$ cat config.mk
export PLATFORM = sky130hd
export DESIGN_NAME = hop_seq_ctrl_flat
export DESIGN_NICKNAME = d
export VERILOG_FILES = /design/src/rtl/hop_seq_if.sv /design/src/rtl/hop_seq_ctrl.sv /design/src/flat_wrapper.sv
export SDC_FILE = /design/constraint.sdc
export NUM_CORES = 1
export LEC_CHECK = 0
export BUFFER_PORTS_ARGS = -buffer_cell sky130_fd_sc_hd__buf_2
export CAP_MARGIN = 20
export CORE_AREA = 3 3 118 120
export CTS_CLUSTER_DIAMETER = 80
export DETAILED_ROUTE_END_ITERATION = 8
export DIE_AREA = 0 0 121 123
export PLACE_DENSITY = 0.68
export SYNTH_ARGS = -nofsm -noshare
export SYNTH_HDL_FRONTEND = slang
export SYNTH_SLANG_ARGS = --single-unit
$ cat constraint.sdc
create_clock -name clk -period 2.9 [get_ports clk]
set_input_delay 0.435 -clock clk [delete_from_list [all_inputs] [get_ports clk]]
set_output_delay 0.435 -clock clk [all_outputs]
set_load 0.01 [all_outputs]
$ cat src/rtl/hop_seq_if.sv
`default_nettype none
// ============================================================================
// Module      : hop_seq_if
// Description : Bundles the control and status signals of the hop sequencer.
//               The master side is the environment: it drives enable, start,
//               hop_done and the preamble ROM data. The slave side is the
//               sequencer, which drives everything else.
// Ports       : none (clk/reset are plain ports on the sequencer)
//               master modport: enable, start, hop_done, prmb_bit (out)
//               slave  modport: same four signals as inputs, status as outputs
// Revision    : 1.0 - initial release
// ============================================================================
interface hop_seq_if #(
    parameter int PHASE_WIDTH   = 24,
    parameter int HOP_CNT_WIDTH = 7,
    parameter int DATA_WIDTH    = 16,
    parameter int ADDR_WIDTH    = 11
);
    logic                     enable;
    logic                     start;
    logic                     hop_done;
    logic                     prmb_bit;
    logic [ADDR_WIDTH-1:0]    prmb_addr;
    logic [HOP_CNT_WIDTH-1:0] hop_code_addr;
    logic                     hop_rst;
    logic [PHASE_WIDTH-1:0]   hop_phase_inc;
    logic                     sync_sel;
    logic                     sync_gpio;
    logic                     prmb_valid;
    logic [DATA_WIDTH-1:0]    prmb_sym;
    logic [2:0]               state;
    logic [HOP_CNT_WIDTH-1:0] hop_n;
    logic                     frame_done;
    logic [15:0]              frame_cnt;
    logic [15:0]              timeout_cnt;

    modport master (
        output enable, start, hop_done, prmb_bit,
        input  prmb_addr, hop_code_addr, hop_rst, hop_phase_inc, sync_sel,
               sync_gpio, prmb_valid, prmb_sym, state, hop_n, frame_done,
               frame_cnt, timeout_cnt
    );

    modport slave (
        input  enable, start, hop_done, prmb_bit,
        output prmb_addr, hop_code_addr, hop_rst, hop_phase_inc, sync_sel,
               sync_gpio, prmb_valid, prmb_sym, state, hop_n, frame_done,
               frame_cnt, timeout_cnt
    );
endinterface
`default_nettype wire

$ cat src/rtl/hop_seq_ctrl.sv
`default_nettype none
// ============================================================================
// Module      : hop_seq_ctrl
// Description : Frame sequencer for the hopping transmitter. Each frame is a
//               silent gap, an oversampled BPSK preamble, then NUM_HOPS hop
//               slots (sync window + tx window closed by hop_done or by the
//               watchdog). Supports one-shot and continuous framing, enable
//               abort, and frame / watchdog-expiry counters.
// Ports       : clk   - system clock
//               reset - asynchronous active-high reset
//               bus   - hop_seq_if slave: enable/start/hop_done/prmb_bit in;
//                       ROM address, hop control, decoded selects, state,
//                       hop index, frame pulse and counters out
// Revision    : 1.0 - initial release
// ============================================================================
module hop_seq_ctrl #(
    parameter int PHASE_WIDTH      = 24,
    parameter int HOP_CNT_WIDTH    = 7,
    parameter int NUM_HOPS         = 64,
    parameter int GAP_LEN          = 16384,
    parameter int SYNC_LEN         = 16384,
    parameter int PRMB_BITS        = 2046,
    parameter int PRMB_OS          = 256,
    parameter int DATA_WIDTH       = 16,
    parameter int PRMB_AMP         = 16384,
    parameter int HOP_START_PH_INC = -4194304,
    parameter int HOP_DPH_INC      = 131072,
    parameter int TX_TIMEOUT       = 65535,
    parameter int CONT_MODE        = 1
) (
    input  logic     clk,
    input  logic     reset,
    hop_seq_if.slave bus
);
    localparam int ADDR_W  = (PRMB_BITS > 1) ? $clog2(PRMB_BITS) : 1;
    localparam int OS_W    = (PRMB_OS > 1) ? $clog2(PRMB_OS) : 1;
    localparam int LEN_MAX = (GAP_LEN > SYNC_LEN) ? GAP_LEN : SYNC_LEN;
    localparam int CNT_W   = $clog2(LEN_MAX + 1);
    localparam int WD_W    = (TX_TIMEOUT > 1) ? $clog2(TX_TIMEOUT) : 1;

    localparam logic [2:0] S_IDLE = 3'd0;
    localparam logic [2:0] S_GAP  = 3'd1;
    localparam logic [2:0] S_PRMB = 3'd2;
    localparam logic [2:0] S_SYNC = 3'd3;
    localparam logic [2:0] S_TX   = 3'd4;

    localparam logic                     C_CONT      = (CONT_MODE != 0);
    localparam logic                     C_WD_ON     = (TX_TIMEOUT != 0);
    localparam logic [CNT_W-1:0]         C_GAP_LOAD  = CNT_W'(GAP_LEN - 1);
    localparam logic [CNT_W-1:0]         C_SYNC_LOAD = CNT_W'(SYNC_LEN - 1);
    localparam logic [OS_W-1:0]          C_OS_LAST   = OS_W'(PRMB_OS - 1);
    localparam logic [ADDR_W-1:0]        C_LAST_BIT  = ADDR_W'(PRMB_BITS - 1);
    localparam logic [WD_W-1:0]          C_WD_LAST   = WD_W'(TX_TIMEOUT - 1);
    localparam logic [HOP_CNT_WIDTH-1:0] C_LAST_HOP  = HOP_CNT_WIDTH'(NUM_HOPS - 1);
    localparam logic [PHASE_WIDTH-1:0]   C_PH_START  = PHASE_WIDTH'(HOP_START_PH_INC);
    localparam logic [PHASE_WIDTH-1:0]   C_PH_STEP   = PHASE_WIDTH'(HOP_DPH_INC);
    localparam logic [DATA_WIDTH-1:0]    C_SYM_POS   = DATA_WIDTH'(PRMB_AMP);
    localparam logic [DATA_WIDTH-1:0]    C_SYM_NEG   = DATA_WIDTH'(-PRMB_AMP);

    logic [2:0]               r_state;
    logic [CNT_W-1:0]         r_cnt;
    logic [OS_W-1:0]          r_os;
    logic [ADDR_W-1:0]        r_prmb_addr;
    logic [WD_W-1:0]          r_wd;
    logic [HOP_CNT_WIDTH-1:0] r_hop_n;
    logic [PHASE_WIDTH-1:0]   r_hop_phase_inc;
    logic                     r_hop_rst;
    logic                     r_prmb_dly;
    logic                     r_frame_done;
    logic [15:0]              r_frame_cnt;
    logic [15:0]              r_timeout_cnt;

    logic [2:0] w_state_nxt;
    logic       w_timeout;
    logic       w_advance;
    logic       w_last_hop;
    logic       w_os_wrap;
    logic       w_last_bit;
    logic       w_frame_end;
    logic       w_hop_step;
    logic       w_tmo_event;
    logic       w_hop_rst_nxt;

    assign w_timeout  = C_WD_ON && (r_wd == C_WD_LAST);
    assign w_advance  = (r_state == S_TX) && (bus.hop_done || w_timeout);
    assign w_last_hop = (r_hop_n == C_LAST_HOP);
    assign w_os_wrap  = (r_os == C_OS_LAST);
    assign w_last_bit = (r_prmb_addr == C_LAST_BIT);

    // State register and datapath registers
    always_ff @(posedge clk or posedge reset) begin
        if (reset) begin
            r_state         <= S_IDLE;
            r_cnt           <= '0;
            r_os            <= '0;
            r_prmb_addr     <= '0;
            r_wd            <= '0;
            r_hop_n         <= '0;
            r_hop_phase_inc <= C_PH_START;
            r_hop_rst       <= 1'b1;
            r_prmb_dly      <= 1'b0;
            r_frame_done    <= 1'b0;
            r_frame_cnt     <= '0;
            r_timeout_cnt   <= '0;
        end else begin
            r_state      <= w_state_nxt;
            r_hop_rst    <= w_hop_rst_nxt;
            r_frame_done <= w_frame_end;
            // ROM data trails the address by one cycle, so the valid window
            // is the PRMB residency shifted by one; an abort cancels it.
            r_prmb_dly   <= (r_state == S_PRMB) && bus.enable;

            if (w_state_nxt == S_GAP && r_state != S_GAP) begin
                r_cnt <= C_GAP_LOAD;
            end else if (w_state_nxt == S_SYNC && r_state != S_SYNC) begin
                r_cnt <= C_SYNC_LOAD;
            end else if (r_cnt != '0) begin
                r_cnt <= r_cnt - 1'b1;
            end

            if (r_state == S_PRMB) begin
                if (w_os_wrap) begin
                    r_os <= '0;
                    if (!w_last_bit) begin
                        r_prmb_addr <= r_prmb_addr + 1'b1;
                    end
                end else begin
                    r_os <= r_os + 1'b1;
                end
            end else begin
                r_os <= '0;
                if (w_state_nxt == S_PRMB) begin
                    r_prmb_addr <= '0;
                end
            end

            r_wd <= (r_state == S_TX) ? r_wd + 1'b1 : '0;

            if (w_state_nxt == S_IDLE || w_state_nxt == S_GAP) begin
                r_hop_n         <= '0;
                r_hop_phase_inc <= C_PH_START;
            end else if (w_hop_step) begin
                r_hop_n         <= r_hop_n + 1'b1;
                r_hop_phase_inc <= r_hop_phase_inc + C_PH_STEP;
            end

            if (w_frame_end) begin
                r_frame_cnt <= r_frame_cnt + 16'd1;
            end
            if (w_tmo_event && r_timeout_cnt != 16'hFFFF) begin
                r_timeout_cnt <= r_timeout_cnt + 16'd1;
            end
        end
    end

    // Next-state logic
    always_comb begin
        w_state_nxt = r_state;
        case (r_state)
            S_IDLE: if (bus.enable && (C_CONT || bus.start)) w_state_nxt = S_GAP;
            S_GAP:  if (r_cnt == '0) w_state_nxt = S_PRMB;
            S_PRMB: if (w_os_wrap && w_last_bit) w_state_nxt = S_SYNC;
            S_SYNC: if (r_cnt == '0) w_state_nxt = S_TX;
            S_TX: begin
                if (w_advance) begin
                    if (!w_last_hop) begin
                        w_state_nxt = S_SYNC;
                    end else begin
                        w_state_nxt = C_CONT ? S_GAP : S_IDLE;
                    end
                end
            end
            default: w_state_nxt = S_IDLE;
        endcase
        // Dropping enable aborts from anywhere, ahead of any frame completion
        if (r_state != S_IDLE && !bus.enable) begin
            w_state_nxt = S_IDLE;
        end
    end

    // Output logic: next values of registered outputs and decoded selects
    always_comb begin
        w_frame_end   = w_advance && w_last_hop && bus.enable;
        w_hop_step    = w_advance && !w_last_hop && bus.enable;
        // A simultaneous hop_done wins over the watchdog
        w_tmo_event   = w_advance && !bus.hop_done && bus.enable;
        w_hop_rst_nxt = (w_state_nxt == S_IDLE) || (w_state_nxt == S_GAP) ||
                        (w_state_nxt == S_PRMB) ||
                        ((w_state_nxt == S_SYNC) && (r_state != S_SYNC));
    end

    assign bus.prmb_addr     = r_prmb_addr;
    assign bus.hop_code_addr = r_hop_n;
    assign bus.hop_rst       = r_hop_rst;
    assign bus.hop_phase_inc = r_hop_phase_inc;
    assign bus.sync_sel      = (r_state == S_SYNC);
    assign bus.sync_gpio     = (r_state == S_GAP) || (r_state == S_PRMB);
    assign bus.prmb_valid    = r_prmb_dly;
    assign bus.prmb_sym      = bus.prmb_bit ? C_SYM_POS : C_SYM_NEG;
    assign bus.state         = r_state;
    assign bus.hop_n         = r_hop_n;
    assign bus.frame_done    = r_frame_done;
    assign bus.frame_cnt     = r_frame_cnt;
    assign bus.timeout_cnt   = r_timeout_cnt;
endmodule
`default_nettype wire
$ cat src/flat_wrapper.sv
// flat-port wrapper written by rule: the top's interface ports become plain ports
module hop_seq_ctrl_flat 
#(
    parameter int PHASE_WIDTH      = 24,
    parameter int HOP_CNT_WIDTH    = 7,
    parameter int NUM_HOPS         = 64,
    parameter int GAP_LEN          = 16384,
    parameter int SYNC_LEN         = 16384,
    parameter int PRMB_BITS        = 2046,
    parameter int PRMB_OS          = 256,
    parameter int DATA_WIDTH       = 16,
    parameter int PRMB_AMP         = 16384,
    parameter int HOP_START_PH_INC = -4194304,
    parameter int HOP_DPH_INC      = 131072,
    parameter int TX_TIMEOUT       = 65535,
    parameter int CONT_MODE        = 1
)
  (clk, reset, bus_enable, bus_start, bus_hop_done, bus_prmb_bit, bus_prmb_addr, bus_hop_code_addr, bus_hop_rst, bus_hop_phase_inc, bus_sync_sel, bus_sync_gpio, bus_prmb_valid, bus_prmb_sym, bus_state, bus_hop_n, bus_frame_done, bus_frame_cnt, bus_timeout_cnt);
  hop_seq_if #(.PHASE_WIDTH(PHASE_WIDTH), .HOP_CNT_WIDTH(HOP_CNT_WIDTH), .DATA_WIDTH(DATA_WIDTH)) bus_i ();
  input  logic clk;
  input  logic reset;
  input wire logic [$bits(bus_i.enable)-1:0] bus_enable;
  input wire logic [$bits(bus_i.start)-1:0] bus_start;
  input wire logic [$bits(bus_i.hop_done)-1:0] bus_hop_done;
  input wire logic [$bits(bus_i.prmb_bit)-1:0] bus_prmb_bit;
  output wire logic [$bits(bus_i.prmb_addr)-1:0] bus_prmb_addr;
  output wire logic [$bits(bus_i.hop_code_addr)-1:0] bus_hop_code_addr;
  output wire logic [$bits(bus_i.hop_rst)-1:0] bus_hop_rst;
  output wire logic [$bits(bus_i.hop_phase_inc)-1:0] bus_hop_phase_inc;
  output wire logic [$bits(bus_i.sync_sel)-1:0] bus_sync_sel;
  output wire logic [$bits(bus_i.sync_gpio)-1:0] bus_sync_gpio;
  output wire logic [$bits(bus_i.prmb_valid)-1:0] bus_prmb_valid;
  output wire logic [$bits(bus_i.prmb_sym)-1:0] bus_prmb_sym;
  output wire logic [$bits(bus_i.state)-1:0] bus_state;
  output wire logic [$bits(bus_i.hop_n)-1:0] bus_hop_n;
  output wire logic [$bits(bus_i.frame_done)-1:0] bus_frame_done;
  output wire logic [$bits(bus_i.frame_cnt)-1:0] bus_frame_cnt;
  output wire logic [$bits(bus_i.timeout_cnt)-1:0] bus_timeout_cnt;
  assign bus_i.enable = bus_enable;
  assign bus_i.start = bus_start;
  assign bus_i.hop_done = bus_hop_done;
  assign bus_i.prmb_bit = bus_prmb_bit;
  assign bus_prmb_addr = bus_i.prmb_addr;
  assign bus_hop_code_addr = bus_i.hop_code_addr;
  assign bus_hop_rst = bus_i.hop_rst;
  assign bus_hop_phase_inc = bus_i.hop_phase_inc;
  assign bus_sync_sel = bus_i.sync_sel;
  assign bus_sync_gpio = bus_i.sync_gpio;
  assign bus_prmb_valid = bus_i.prmb_valid;
  assign bus_prmb_sym = bus_i.prmb_sym;
  assign bus_state = bus_i.state;
  assign bus_hop_n = bus_i.hop_n;
  assign bus_frame_done = bus_i.frame_done;
  assign bus_frame_cnt = bus_i.frame_cnt;
  assign bus_timeout_cnt = bus_i.timeout_cnt;
  hop_seq_ctrl #(.PHASE_WIDTH(PHASE_WIDTH), .HOP_CNT_WIDTH(HOP_CNT_WIDTH), .NUM_HOPS(NUM_HOPS), .GAP_LEN(GAP_LEN), .SYNC_LEN(SYNC_LEN), .PRMB_BITS(PRMB_BITS), .PRMB_OS(PRMB_OS), .DATA_WIDTH(DATA_WIDTH), .PRMB_AMP(PRMB_AMP), .HOP_START_PH_INC(HOP_START_PH_INC), .HOP_DPH_INC(HOP_DPH_INC), .TX_TIMEOUT(TX_TIMEOUT), .CONT_MODE(CONT_MODE)) u_core (.clk(clk), .reset(reset), .bus(bus_i));
endmodule
# [Word-level counts from Yosys, hierarchy flattened]
# Index checks and enable logic that the tools add are counted.
[totals] reg_bits=119 latchBits=0 ram_bits=0 mem_bits_ro=0 input_bits=6 out_inout_bits=105 wordCells=89 mem_count=0
[op_classes] n_addsub=8 multipliers=0 n_div=0 magnitude_cmp=0 n_eq_ne=16 n_shift=0 mux=23 bitwise=0 reduce_logical=30
[ops] op="16-bit by 1-bit adder with 16-bit output (second input constant)" n=3
[ops] op="24-bit 2-to-1 mux" n=2
[ops] op="15-bit 2-to-1 mux" n=3
[ops] op="11-bit 2-to-1 mux" n=4
[ops] op="16-bit 2-to-1 mux" n=2
[ops] op="24-bit by 18-bit adder with 24-bit output (second input constant)" n=1
[ops] op="3-bit 2-to-1 mux" n=6
[ops] op="16-bit == test (second input constant)" n=1
[ops] op="8-bit 2-to-1 mux" n=2
[ops] op="16-bit != test (second input constant)" n=1
[ops] op="15-bit logical NOT" n=1
[ops] op="3-bit one-hot mux with 5 select lines" n=1
[ops] op="15-bit nonzero test" n=1
[ops] op="15-bit by 1-bit subtractor with 15-bit output (second input constant)" n=1
[ops] op="7-bit 2-to-1 mux" n=2
[ops] op="1-bit logical AND" n=13
[ops] op="3-bit by 2-bit == test with 1-bit output (second input constant)" n=4
[ops] op="11-bit by 1-bit adder with 11-bit output (second input constant)" n=1
[ops] op="11-bit == test (second input constant)" n=1
[ops] op="8-bit by 1-bit adder with 8-bit output (second input constant)" n=1
[ops] op="8-bit == test (second input constant)" n=1
[ops] op="7-bit by 1-bit adder with 7-bit output (second input constant)" n=1
[ops] op="7-bit by 6-bit == test with 1-bit output (second input constant)" n=1
[ops] op="3-bit by 1-bit == test with 1-bit output (second input constant)" n=2
[ops] op="12 further kinds" n=21

# [Longest topological paths before layout]
[logic_depth] ltp_word=10 ltp_mapped=10 depth_no_buf=8

# [Worst setup path after synthesis]
# No wires, ideal clock.
[synth_path] path_kind="register to register" start="register u_core.r_hop_n[0] (netlist: u_core.bus.hop_code_addr[0])" end="register u_core.r_frame_cnt[15] (netlist: u_core.bus.frame_cnt[15])" setup_time_ns=0.079 arrival_ns=2.159 t_required_ns=2.821 setup_slack_ns=0.662 path_stages_with_launch=9 path_buffers=2 period_less_slack_ns=2.238 cell_sequence="dfrtp_1 ha_1 nand2_1 or3_1 clkbuf_1 or4_1 buf_2 nor3_2 xor2_1"
[synth_between] elab_chain_len=3
[synth_rtl] element="start, declared" line_no="hop_seq_ctrl.sv:65" source="logic [HOP_CNT_WIDTH-1:0] r_hop_n;"
[synth_rtl] element="start signal, assigned" line_no="hop_seq_ctrl.sv:143" source="r_hop_n <= r_hop_n + 1'b1;"
[synth_rtl] element="7-bit by 6-bit == test with 1-bit output" line_no="hop_seq_ctrl.sv:86" source="assign w_last_hop = (r_hop_n == C_LAST_HOP);"
[synth_rtl] element="1-bit logical AND (2 in series)" line_no="hop_seq_ctrl.sv:183" source="w_frame_end = w_advance && w_last_hop && bus.enable;"
[synth_rtl] element="end signal, assigned" line_no="hop_seq_ctrl.sv:148" source="r_frame_cnt <= r_frame_cnt + 16'd1;"
[synth_rtl] element="end, declared" line_no="hop_seq_ctrl.sv:70" source="logic [15:0] r_frame_cnt;"
# Every way passes these cells.
# A chain may end at the register's enable or synchronous reset.

# [Worst setup path after layout]
# Ends and elaborated chain as after synthesis.

==> results.sh <==
export IMPL_outcome="completed"
export IMPL_final_setup_tns_ps=0
export IMPL_drive_gt1_frac=0.188
export IMPL_dieArea_um2=14900
export IMPL_slowest_stage="or4_1"
export IMPL_cts_buffer_depth=2
export IMPL_htree_levels=3
export IMPL_worstSetupStartpoint="u_core.bus.hop_code_addr[0]"
export IMPL_antenna_cells=0
export IMPL_p_leak_uw=0.00276
export IMPL_grt_overflow=0
export IMPL_power_density_nw_per_um2=487
export IMPL_netSwitchingFraction=0.266
export IMPL_worstReg2RegStart="u_core.bus.hop_code_addr[0]"
export IMPL_synth_cells=545
export IMPL_seq_area_frac_synth=0.483
export IMPL_finalMaxSlewViolations=0
export IMPL_synthDistinctLibCells=53
export IMPL_cp_arrival_ps=2710
export IMPL_comb_power_share=0.098
export IMPL_synth_area_leaders="dfrtp_1 (47%), xor2_1 (7.0%), buf_4 (5.5%)"
export IMPL_rsz0062_at_grt="false"
export IMPL_syn_area_um2=5290
export IMPL_ioPinCount=111
export IMPL_drcViolationCount=0
export IMPL_finalSetupViolations=0
export IMPL_drtIter0Drc=260
export IMPL_post_route_period_util=0.840
export IMPL_cp_max_fo=6
export IMPL_cts_sinks=102
export IMPL_cp_num_buf_inv=0
export IMPL_slew_headroom=0.568
export IMPL_worst_clock_skew_ps=8.76
export IMPL_cts_buffers=9
export IMPL_first_global_vias=3770
export IMPL_synth_flop_cell="dfrtp_1"
export IMPL_worstMarginPinSlew_ps=642
export IMPL_antenna_found_initial=0
export IMPL_p_int_uw=2150
export IMPL_critical_path_required_ps=3170
export IMPL_final_core_util=0.459
export IMPL_path_cells="ha_1 > nand2_1 > or3_1 > or4_1 > nor3_2 > xor2_1"
export IMPL_wl_um=10700
export IMPL_via_per_inst=5.01
export IMPL_end_kind="register"
export IMPL_yosys_register_bits=102
export IMPL_fp_row_count=42
export IMPL_syn_area_per_cell_um2=9.71
export IMPL_cp_top_family="simple AND/OR/NAND/NOR gates"
export IMPL_cts_resized=0
export IMPL_cp_start_kind="register"
export IMPL_nets=635
export IMPL_grtUsageTotal=0.151
export IMPL_core_area_um2=13100
export IMPL_start_util=0.404
export IMPL_fp_dieW_um=121
export IMPL_ctsHoldBuffers=0
export IMPL_synth_top_cell_by_area="dfrtp_1"
export IMPL_slowest_delay_ps=720
export IMPL_via_count=4004
export IMPL_port_buffers=77
export IMPL_clock_latency_ps=350
export IMPL_maxCapViolations=0
export IMPL_areaGrowthSynthToFinish_pct=13.5
export IMPL_wire_per_inst_um=13.4
export IMPL_synth_warnings=0
export IMPL_vdd_drop_max_v=0.000285
export IMPL_period_minus_slack_ps=2440
export IMPL_root_buffer="clkbuf_16"
export IMPL_postCtsSetupBuffers=0
export IMPL_async_reset_ff_frac=1.00
export IMPL_sequentialPowerShare=0.517
export IMPL_drtPass1Iterations=4
export IMPL_hold_viol=0
export IMPL_die_h_um=123
export IMPL_grt_pass1_wl_um=18100
export IMPL_clockPowerShare=0.385
export IMPL_hold_class="primary input to asynchronous set/reset pin"
export IMPL_yosysTopAreaCellShare=0.468
export IMPL_synth_edf_count=0
export IMPL_place_hpwl_um=7560
export IMPL_worstSetupPathType="register to register"
export IMPL_ant_nets=0
export IMPL_fmax_mhz=410
export IMPL_cts_tree="yes"
export IMPL_globalplace_congestion=0.811
export IMPL_clk_pin_slew_ps=70
export IMPL_grt_start_max_net_pins=103
export IMPL_switchingPower_uw=777
[layer usage]
metal	wire, µm	vias to the layer above	track usage	part of all wire
li1	-	1932	-	-
met1	4780	1959	0.189	0.45
met2	5120	106	0.248	0.48
met3	672	7	0.0512	0.063
met4	137	0	0.0482	0.013
met5	0	-	0	0
[power by group through the flow]
stage	clock, µW	sequential, µW	combinational (µW)
global route	1220	1520	333
detailed placement	0	1540	292
CTS	1150	1510	294
global placement	0	1540	285
finish	1130	1510	288
floorplan	0	1520	255
[area by class of cell]
type	count	area [µm²]
clock buffer	11	233
clock inverter	5	35.0
fill	1264	7080
inverter	14	56.3
multi-input combinational	408	2450
sequential	102	2560
tap	176	220
timing repair buffer	84	450
[placed cells by master (no fill, tap or decap), types with 6 or more instances in the layout]
cell type  instances
dfrtp_1           99
buf_2             77
nor2_1            75
nand2_1           53
xor2_1            42
nand3_1           32
conb_1            32
xnor2_1           27
nand4_1           20
o21ai_0           17
inv_1             13
nor3_1            11
ha_1              10
or3_1              9
and3_1             9
clkbuf_16          9
a21oi_1            8
buf_4              6
[metrics by stage]
stage / setup WS, ps / instance area, µm² / instances / total power [µW] / hold WS [ps]
finish: 463 / 6000 / 800 / 2930 / 219
detailed placement: 469 / 5740 / 784 / 1830 / 479
global route: 180 / 6000 / 800 / 3070 / 279
floorplan: 662 / 5410 / 575 / 1770 / 448
global placement: 533 / 5740 / 784 / 1820 / 457
CTS: 451 / 6000 / 800 / 2960 / 259
[path summary, 6_finish.rpt]
check                                                     to  slack (ps)  cells after the start
worst max-delay path                u_core.bus.frame_cnt[15]         460                      6
worst min-delay path               u_core.bus.timeout_cnt[0]         220                      3
worst max register to register      u_core.bus.frame_cnt[15]         460                      6
worst min register to register      u_core.bus.frame_cnt[15]         480                      1
max in group asynchronous       u_core.bus.hop_phase_inc[22]        2270                      3
min in group clk                          u_core.bus.hop_rst         440                      3
[registers in the layout (all words and copies together) (netlist names)]
name                      flops
u_core.bus.frame_cnt         16
u_core.bus.hop_phase_inc      7
u_core.r_os                   8
u_core.bus.prmb_addr         11
u_core.bus.hop_rst            1
u_core.bus.timeout_cnt       16
u_core.bus.frame_done         1
u_core.bus.state              3
u_core.r_wd                  16
u_core.bus.hop_code_addr      7
u_core.bus.prmb_valid         1
u_core.r_cnt                 15
[cells by family (layout without fill, tap and decap cells)]
logic type / Yosys count / after routing / share of synthesized area
simple gates: 248 / 248 / 0.239
xor+xnor: 69 / 69 / 0.114
other cells: 2 / 32 / 0.00142
fa+ha+maj: 10 / 10 / 0.0236
compound gates: 45 / 45 / 0.0560
mux: 4 / 4 / 0.00804
flops: 102 / 102 / 0.483
buf+inv: 65 / 114 / 0.0745
[Yosys cell counts (3+ instances only)]
cell type   n
dfrtp_1    99
nor2_1     75
nand2_1    53
xor2_1     42
buf_4      39
nand3_1    32
xnor2_1    27
nand4_1    20
o21ai_0    17
inv_1      14
nor3_1     11
ha_1       10
and3_1      9
or3_1       9
a21oi_1     8
clkbuf_1    8
nand2b_1    5
and2_1      4
and4_1      4
nor2b_1     4
nor4_1      4
buf_2       3
dfstp_2     3
nand3b_1    3
o31ai_1     3
[worst min-delay path, delay by kind of cell]
family / cells / cell delay [ps]
buffers and inverters: 3 / 580
(Power assumes the default switching activity.)
